--- src/rtl/zynq_ro_framer.sv ---
// zynq_ro_framer: drains the digitizer readout FIFO and streams each event to
// the ZYNQ as a 16-bit packet: 0xA header, 0x0 samples, 0xF trailer.
module zynq_ro_framer #(
   parameter int unsigned WIDTH   = 12,
   parameter int unsigned SIZE    = 8,
   parameter int unsigned TIMEOUT = 1024
) (
   input  logic             CLK,
   input  logic             RST,
   input  logic             FIFO_EMPTY,
   input  logic [WIDTH-1:0] FIFO_Q,
   output logic             FIFO_RDREQ,
   input  logic [SIZE-1:0]  HOWMANY,
   output logic [15:0]      TX_DATA,
   output logic             TX_VALID,
   input  logic             TX_READY,
   output logic             TX_LAST,
   output logic [15:0]      PKT_CNT,
   output logic [7:0]       ERR_CNT
);

   localparam int unsigned SW = $clog2(TIMEOUT);
   localparam logic [SW-1:0] STARVE_MAX = SW'(TIMEOUT - 1);

   typedef enum logic [2:0] {
      S_IDLE,
      S_FETCH,
      S_LATCH,
      S_SEND,
      S_WAIT,
      S_TRAIL
   } state_t;

   state_t          state;
   logic [SW-1:0]   starve_cnt;
   logic [SIZE-1:0] sample_cnt;
   logic [SIZE-1:0] sample_target;
   logic            hdr_pending;
   logic            err;

   // Single-process Moore FSM: every output is a register updated on the
   // transition into the state that owns it.
   always_ff @(posedge CLK or posedge RST) begin
      if (RST) begin
         state         <= S_IDLE;
         starve_cnt    <= '0;
         sample_cnt    <= '0;
         sample_target <= '0;
         hdr_pending   <= 1'b0;
         err           <= 1'b0;
         FIFO_RDREQ    <= 1'b0;
         TX_DATA       <= '0;
         TX_VALID      <= 1'b0;
         TX_LAST       <= 1'b0;
         PKT_CNT       <= '0;
         ERR_CNT       <= '0;
      end else begin
         case (state)
            S_IDLE: begin
               if (!FIFO_EMPTY) begin
                  hdr_pending <= 1'b1;
                  FIFO_RDREQ  <= 1'b1;
                  state       <= S_FETCH;
               end
            end

            S_FETCH: begin
               FIFO_RDREQ <= 1'b0;
               state      <= S_LATCH;
            end

            // First word of an event is the bunch-counter header.
            S_LATCH: begin
               if (hdr_pending) begin
                  TX_DATA       <= {4'hA, 12'(FIFO_Q)};
                  sample_target <= HOWMANY;
                  sample_cnt    <= '0;
                  hdr_pending   <= 1'b0;
               end else begin
                  TX_DATA    <= {4'h0, 12'(FIFO_Q)};
                  sample_cnt <= SIZE'(sample_cnt + 1'b1);
               end
               TX_VALID <= 1'b1;
               state    <= S_SEND;
            end

            S_SEND: begin
               if (TX_READY) begin
                  if (sample_cnt == sample_target) begin
                     TX_LAST <= 1'b1;
                     TX_DATA <= {4'hF, err, PKT_CNT[10:0]};
                     state   <= S_TRAIL;
                  end else if (!FIFO_EMPTY) begin
                     TX_VALID   <= 1'b0;
                     FIFO_RDREQ <= 1'b1;
                     state      <= S_FETCH;
                  end else begin
                     TX_VALID   <= 1'b0;
                     starve_cnt <= '0;
                     state      <= S_WAIT;
                  end
               end
            end

            // Starved mid-event; arriving data wins over the timeout.
            S_WAIT: begin
               if (!FIFO_EMPTY) begin
                  starve_cnt <= '0;
                  FIFO_RDREQ <= 1'b1;
                  state      <= S_FETCH;
               end else if (starve_cnt == STARVE_MAX) begin
                  starve_cnt <= '0;
                  err        <= 1'b1;
                  TX_VALID   <= 1'b1;
                  TX_LAST    <= 1'b1;
                  TX_DATA    <= {4'hF, 1'b1, PKT_CNT[10:0]};
                  state      <= S_TRAIL;
               end else begin
                  starve_cnt <= SW'(starve_cnt + 1'b1);
               end
            end

            S_TRAIL: begin
               if (TX_READY) begin
                  PKT_CNT <= 16'(PKT_CNT + 16'd1);
                  if (err && (ERR_CNT != 8'hFF)) begin
                     ERR_CNT <= 8'(ERR_CNT + 8'd1);
                  end
                  err      <= 1'b0;
                  TX_VALID <= 1'b0;
                  TX_LAST  <= 1'b0;
                  state    <= S_IDLE;
               end
            end

            default: begin
               FIFO_RDREQ <= 1'b0;
               TX_VALID   <= 1'b0;
               TX_LAST    <= 1'b0;
               state      <= S_IDLE;
            end
         endcase
      end
   end

endmodule
--- config.mk ---
export PLATFORM = sky130hd
export DESIGN_NAME = zynq_ro_framer
export DESIGN_NICKNAME = d
export VERILOG_FILES = /design/src/rtl/zynq_ro_framer.sv
export SDC_FILE = /design/constraint.sdc
export NUM_CORES = 1
export LEC_CHECK = 0
export ABC_AREA = 0
export BUFFER_PORTS_ARGS = -buffer_cell sky130_fd_sc_hd__buf_2
export CAP_MARGIN = 0
export CORE_MARGIN = 1.5
export CORE_UTILIZATION = 45
export CTS_CLUSTER_DIAMETER = 40
export DETAILED_ROUTE_END_ITERATION = 10
export GPL_ROUTABILITY_DRIVEN = 0
export PLACE_DENSITY = 0.69
export SYNTH_ARGS = -nofsm -noshare
export SYNTH_HDL_FRONTEND = slang
export SYNTH_SLANG_ARGS = --single-unit
--- constraint.sdc ---
create_clock -name CLK -period 2.55 [get_ports CLK]
set_input_delay 0.6375 -clock CLK [delete_from_list [all_inputs] [get_ports CLK]]
set_output_delay 0.6375 -clock CLK [all_outputs]
set_load 0.01 [all_outputs]
==> run_results.csv, run 1 <==
group,metric,value,unit
route,drcViolationCount,0,
clock_tree,clk_latency,0.35,ns
cells_and_area,post-route-util,0.548,
timing,fin_crit_sh,0.781,
clock_tree,h-tree-depth,3,
timing,period_needed,1.99,ns
global_routing,track_usage,0.180,
timing,hold_viol_final,0,
clock_tree,clockBufferDepth,2,
timing,slew_violations,0,
synthesis,synth.distinct_cells,59,
cells_and_area,syn2layout_area_growth,16.1,%
cells_and_area,final_common_cell,"dfrtp_1",
timing,slew_headroom,0.640,
clock_tree,cts_tree,"done",
global_routing,overflow,0,
critical_path,required,2.82,ns
global_routing,grt_start_max_net_pins,73,
clock_tree,cts_post_setup_buffers_inserted,0,
critical_path,crit_fanout,12,
route,first_pass_iters,4,
timing,fin_worst_skew,0.0120,ns
timing,setup_tns,0,ns
critical_path,cp.arrival,2.26,ns
clock_tree,cts_resized,0,
floorplan,rows,32,
cells_and_area,drive_above_1_share,0.339,
floorplan,pin_count,67,
clock_tree,cts_root_buf,"clkbuf_8",
placed_design,dpl.hpwl,5240,um
synthesis,yosysSeqAreaShare,0.486,
critical_path,worst_setup_path_end_kind,"flip-flop",
timing,grt_setup_unrepaired,"false",
route,wl_per_cell,14.7,um
synthesis,synth.cell_area,3700,um^2
cells_and_area,nNetsFinal,424,
route,drtIter0Drc,148,
floorplan,die_x,93.7,um
synthesis,synthArstFlopShare,1.00,
synthesis,yosys_register_bits,72,
pwr,p_per_area,995,nW/um^2
global_routing,grt_pass1_vias,2553,
timing,fmaxAchievable,502,MHz
route,dr_total_vias,2695,
route,ant_nets,0,
critical_path,reg2reg_slack,0.56,ns
pwr,p_leak,2.05,nW
critical_path,slowest_stage,"dfrtp_1",
route,via_per_inst,5.36,
floorplan,start_util,0.472,
floorplan,dieArea,8790,um^2
floorplan,core_area,7850,um^2
flow_run,maxCapViolations,0,
pwr,ir_worst_vdd,0.527,mV
clock_tree,cts_sinks,72,
clock_tree,cts_hold_buffers,0,
critical_path,critPathKind,"flip-flop to flip-flop",
synthesis,yosys_warnings,0,
placed_design,post-place-ws,0.545,ns
clock_tree,cts_inserted_buffers,9,
floorplan,die_h,93.7,um
critical_path,critical-path-max-stage-delay,0.63,ns
timing,tightest_slew,0.539,ns
critical_path,rr_worst_depth,6,
cells_and_area,layout_common_cells,"dfrtp_1, buf_2, nand2_1",
synthesis,synthCells,331,
route,routed_wl,7390,um
placed_design,port_buffers,66,
timing,hold_ws,0.366,ns
timing,postLayoutSetupSlackWorst,0.557,ns
critical_path,r2r-end,"sample_cnt[5]",
synthesis,avgSynthCellArea,11.2,um^2
global_routing,antenna_found_initial,0,
clock_tree,path_clk_slew,0.08,ns
cells_and_area,n_antenna_cell,0,
synthesis,synth_enable_flop_cells,0,
synthesis,ys.flop_type,"dfrtp_1",
status,run_status,"complete, no violations",
min_path,worst_hold_path_type,"input port to async pin",
critical_path,reg2reg_from,"state[1]",
critical_path,worst_setup_path_start_kind,"flip-flop",
critical_path,path_cells,"nand2b_1 -> or2_1 -> buf_4 -> nor2_2 -> nand4_1 -> o21ai_1",
timing,setup_viol,0,
global_routing,grt_first_pass_wirelength,12300,um
synthesis,syn_nets,359,
-- how the worst max path moves through the flow --
stage / depth (start not counted) / start / endpoint / slack (ns)
floorplan: 1 / RST / ERR_CNT[0] / 0.09
CTS: 6 / state[1] / sample_cnt[5] / 0.55
global placement: 6 / TX_READY / PKT_CNT[8] / 0.57
finish: 6 / state[1] / sample_cnt[5] / 0.56
global route: 6 / starve_cnt[1] / state[0] / 0.40
detailed placement: 6 / TX_READY / PKT_CNT[8] / 0.55
-- flip-flops by register name (all words and copies together), names as in the netlist, 3 cells and up --
| name | cells |
|---|---|
| sample_cnt | 8 |
| starve_cnt | 10 |
| sample_target | 8 |
| TX_DATA | 14 |
| state | 3 |
| PKT_CNT | 16 |
| ERR_CNT | 8 |
-- cells in the mapped netlist, types with 7 or more instances --
cell | count | share of area
a21oi_1 | 8 | 0.011
a31oi_1 | 7 | 0.012
and3_1 | 7 | 0.012
dfrtp_1 | 72 | 0.49
inv_1 | 7 | 0.0071
mux2_2 | 23 | 0.070
mux2_4 | 8 | 0.032
nand2_1 | 30 | 0.030
nand3_1 | 13 | 0.018
nand4_1 | 10 | 0.017
nor2_1 | 12 | 0.012
nor3_1 | 7 | 0.0095
o21ai_0 | 14 | 0.019
o21ai_1 | 7 | 0.0095
xnor2_1 | 24 | 0.057
xor2_1 | 8 | 0.019
-- cells by family after synthesis --
group | Yosys count | synth area share
AND/OR/NAND/NOR | 106 | 0.169
flip-flops | 72 | 0.486
AO/OA/AOI/OAI | 57 | 0.105
multiplexers | 35 | 0.114
XOR/XNOR | 32 | 0.0757
buffers and inverters | 24 | 0.0341
adder cells (fa/ha/maj) | 5 | 0.0162
-- per-layer routing --
metal / share of wire / up-vias / track usage
met3: 0.046 / 9 / 0.0299
met2: 0.44 / 66 / 0.269
met4: 0.017 / 0 / 0.0759
met1: 0.49 / 1306 / 0.259
met5: 0 / - / 0
li1: - / 1314 / -
-- critical path: cells and delay by family, from the launching register on --
kind	cells	cell delay (ns)
AO/OA/AOI/OAI	1	0.14
buffers and inverters	1	0.23
flip-flops	1	0.63
AND/OR/NAND/NOR	4	0.92
-- layout make-up --
type | count | area (um^2)
clock inverter | 5 | 56.3
multi-input combinational | 235 | 1780
timing repair buffer | 69 | 365
tap | 102 | 128
fill | 710 | 3540
sequential | 72 | 1800
clock buffer | 11 | 141
inverter | 9 | 33.8
-- through the flow --
step / cells / instance area [um^2] / power [mW]
final: 503 / 4300 / 4.28
after global routing: 503 / 4300 / 4.56
after CTS: 503 / 4300 / 4.31
after detailed placement: 487 / 4110 / 3.40
after global placement: 487 / 4110 / 3.35
after floorplan: 331 / 3700 / 3.01
-- report_power, final --
part	switching, mW	leakage (nW)	internal [mW]
registers	0.329	0.937	1.44
clock network	0.431	0.0993	0.477
logic	0.774	1.02	0.830
Note: power is estimated with default switching activity, not from simulation.
==> run 2, diff against run 1 <==
--- a/config.mk
+++ b/config.mk
@@ -5,7 +5,7 @@
 export SDC_FILE = /design/constraint.sdc
 export NUM_CORES = 1
 export LEC_CHECK = 0
-export ABC_AREA = 0
+export ABC_AREA = 1
 export BUFFER_PORTS_ARGS = -buffer_cell sky130_fd_sc_hd__buf_2
 export CAP_MARGIN = 0
 export CORE_MARGIN = 1.5
==> constraint.sdc (replaced) <==
create_clock -name CLK -period 1.78 [get_ports CLK]
set_input_delay 0.445 -clock CLK [delete_from_list [all_inputs] [get_ports CLK]]
set_output_delay 0.445 -clock CLK [all_outputs]
set_load 0.01 [all_outputs]
==> run 2 against run 1 <==
Setup slack got worse by 0.42 ns; cell count rose by 39%; sequential share of layout area fell by 3.4 points; worst hold slack got worse by 0.17 ns; largest cell class is now multi-input combinational cells; routed wire length rose by 21%; clock-buffer cell count rose by 2; first-iteration DRC count rose by 42%; critical path type unchanged; sequential power rose by 42%; fmax rose by 22%.
==> run_results.csv, run 2 <==
group,metric,value,unit
status,run_status,"complete, no violations",
synthesis,synthArstFlopShare,1.00,
route,drcViolationCount,0,
flow_run,maxCapViolations,0,
synthesis,avgSynthCellArea,7.70,um^2
critical_path,cp.arrival,1.92,ns
route,wl_per_cell,12.8,um
route,dr_total_vias,3465,
route,routed_wl,8930,um
critical_path,r2r-end,"TX_DATA[14]",
route,ant_nets,0,
route,first_pass_iters,5,
global_routing,grt_start_max_net_pins,73,
synthesis,synth_compound_area_frac,0.0381,
route,via_per_inst,4.95,
pwr,ir_worst_vdd,0.747,mV
synthesis,synthCells,507,
cells_and_area,post-route-util,0.565,
min_path,worst_hold_path_type,"input port to async pin",
critical_path,critPathKind,"flip-flop to flip-flop",
timing,fin_worst_skew,0.00952,ns
global_routing,track_usage,0.211,
timing,period_needed,1.64,ns
cells_and_area,n_antenna_cell,0,
cells_and_area,fillers,791,
floorplan,core_area,8300,um^2
route,drtIter0Drc,210,
floorplan,pin_count,67,
cells_and_area,regMostFlops,"PKT_CNT",
synthesis,synthTopCellsByArea,"dfrtp_1, nand2_1, nand4_1",
floorplan,die_x,96.2,um
synthesis,yosys_register_bits,72,
timing,grt_setup_unrepaired,"false",
timing,setup_viol,0,
critical_path,worst_setup_path_end_kind,"flip-flop",
synthesis,synth_top_cell_area_share,0.461,
clock_tree,h-tree-depth,3,
synthesis,synth_most_common_cell,"nand2_1",
critical_path,reg2reg_from,"starve_cnt[0]",
clock_tree,cts_sinks,72,
cells_and_area,final_common_cell,"nand2_1",
floorplan,rows,33,
timing,hold_viol_final,0,
synthesis,synth_top_family_by_area,"simple AND/OR/NAND/NOR gates",
cells_and_area,nNetsFinal,618,
global_routing,grt_first_pass_wirelength,15000,um
floorplan,die_h,96.2,um
critical_path,required,2.06,ns
timing,fin_crit_sh,0.921,
cells_and_area,top_regs,"PKT_CNT x16, TX_DATA x14, starve_cnt x10",
timing,postLayoutSetupSlackWorst,0.140,ns
global_routing,antenna_found_initial,0,
cells_and_area,drive_above_1_share,0.213,
placed_design,dpl.hpwl,6670,um
cells_and_area,syn2layout_area_growth,20.0,%
clock_tree,clockBufferDepth,2,
clock_tree,cts_root_buf,"clkbuf_8",
floorplan,start_util,0.471,
pwr,power,6.88,mW
synthesis,synthAdderAreaFrac,0.0128,
timing,slew_headroom,0.743,
critical_path,worst_setup_path_start_kind,"flip-flop",
critical_path,rr_worst_depth,8,
synthesis,synthSimpleGateAreaFrac,0.353,
cells_and_area,layout_common_cells,"nand2_1, dfrtp_1, buf_2",
global_routing,overflow,0,
global_routing,grt_pass1_vias,3248,
floorplan,dieArea,9250,um^2
clock_tree,cts_tree,"done",
synthesis,synth-xor-area-share,0.0628,
clock_tree,cts_inserted_buffers,9,
critical_path,startpoint,"starve_cnt[0]",
cells_and_area,largest_reg_flops,16,
synthesis,yosysSeqAreaShare,0.461,
clock_tree,clk_latency,0.35,ns
timing,fmaxAchievable,610,MHz
critical_path,crit_fanout,6,
pwr,p_per_area,1470,nW/um^2
pwr,p_leak,2.60,nW
synthesis,synth.distinct_cells,28,
critical_path,crit_end,"TX_DATA[14]",
synthesis,netlist_top_cells_count,"nand2_1, dfrtp_1, inv_1",
synthesis,synth_enable_flop_cells,0,
synthesis,syn_nets,535,
synthesis,synth_area_leader_cell,"dfrtp_1",
placed_design,post-place-ws,0.170,ns
clock_tree,cts_hold_buffers,0,
timing,setup_tns,0,ns
timing,tightest_slew,0.386,ns
synthesis,synth.cell_area,3910,um^2
clock_tree,path_clk_slew,0.08,ns
placed_design,port_buffers,66,
synthesis,yosys_warnings,0,
synthesis,ys.flop_type,"dfrtp_1",
critical_path,reg2reg_slack,0.14,ns
synthesis,synth_mux_area_frac,0,
timing,slew_violations,0,
==> run 2: cell types whose count changed in the layout (fill, tap and decap cells not counted), sizes merged, moves of 9 or more <==
cell	before	now
mux2	33	0
nor2	15	41
buf	69	86
inv	9	50
nand3	17	30
nand4	10	28
nand2	32	200
xor2	8	17
xnor2	24	11
==> run 2: worst max-delay path: stages (launching register included) <==
cell and delay [ns]:
dfrtp_1 0.39, ha_1 0.20, inv_2 0.05, nor2_4 0.14, nand3_4 0.12, o21ai_4 0.20, buf_4 0.18, nand4_1 0.16
nand2_1 0.12
==> run 2: cell type report <==
| class | instances | area [um^2] | area share |
|---|---|---|---|
| multi-input combinational | 371 | 1840 | 0.393 |
| sequential | 72 | 1800 | 0.385 |
| timing repair buffer | 86 | 497 | 0.106 |
| inverter | 50 | 191 | 0.0409 |
| clock buffer | 13 | 179 | 0.0382 |
| tap | 105 | 131 | 0.0280 |
| clock inverter | 3 | 46.3 | 0.00988 |
==> run 2: per-layer routing <==
layer  track usage  wire length (um)  vias up
met5             0                 0        -
met1         0.288              4170     1608
met2         0.333              4320       77
met4        0.0784                78        0
li1              -                 -     1772
met3        0.0379               353        8
==> run 2: worst min-delay path by stage <==
stage | end | slack (ns) | cells past startpoint
after floorplan | sample_target[2] | 0.46 | 2
after global placement | TX_DATA[6] | 0.45 | 2
after detailed placement | TX_DATA[3] | 0.46 | 2
after CTS | TX_DATA[13] | 0.21 | 3
after global routing | starve_cnt[6] | 0.23 | 3
final | ERR_CNT[0] | 0.19 | 3
==> run 2: kinds of logic (layout without fill, tap and decap cells) <==
kind of cell	after synthesis	after routing
and+or+nand+nor	312	312
buffers and inverters	64	152
DFF	72	72
xor gates and xnor gates	28	28
adders and majority gates	4	4
AOI/OAI and AO/OA	27	27
==> run 2: power by group <==
group | switching [mW] | internal (mW)
logic | 1.83 | 1.10
clock network | 0.630 | 0.806
registers | 0.399 | 2.12
total | 2.86 | 4.02
==> run 2: stage by stage <==
stage,std cells,hold slack (ns),area [um^2]
2_1_floorplan,507,0.463,3910
4_1_cts,700,0.205,4670
3_5_place_dp,684,0.463,4440
3_3_place_gp,684,0.454,4440
5_1_grt,700,0.226,4690
6_report,700,0.194,4690
==> run 2: what timing repair did <==
action                     4_1_cts  5_1_grt
setup endpoints to repair        0       15
gates resized for setup          0        5
setup buffers                    0        0
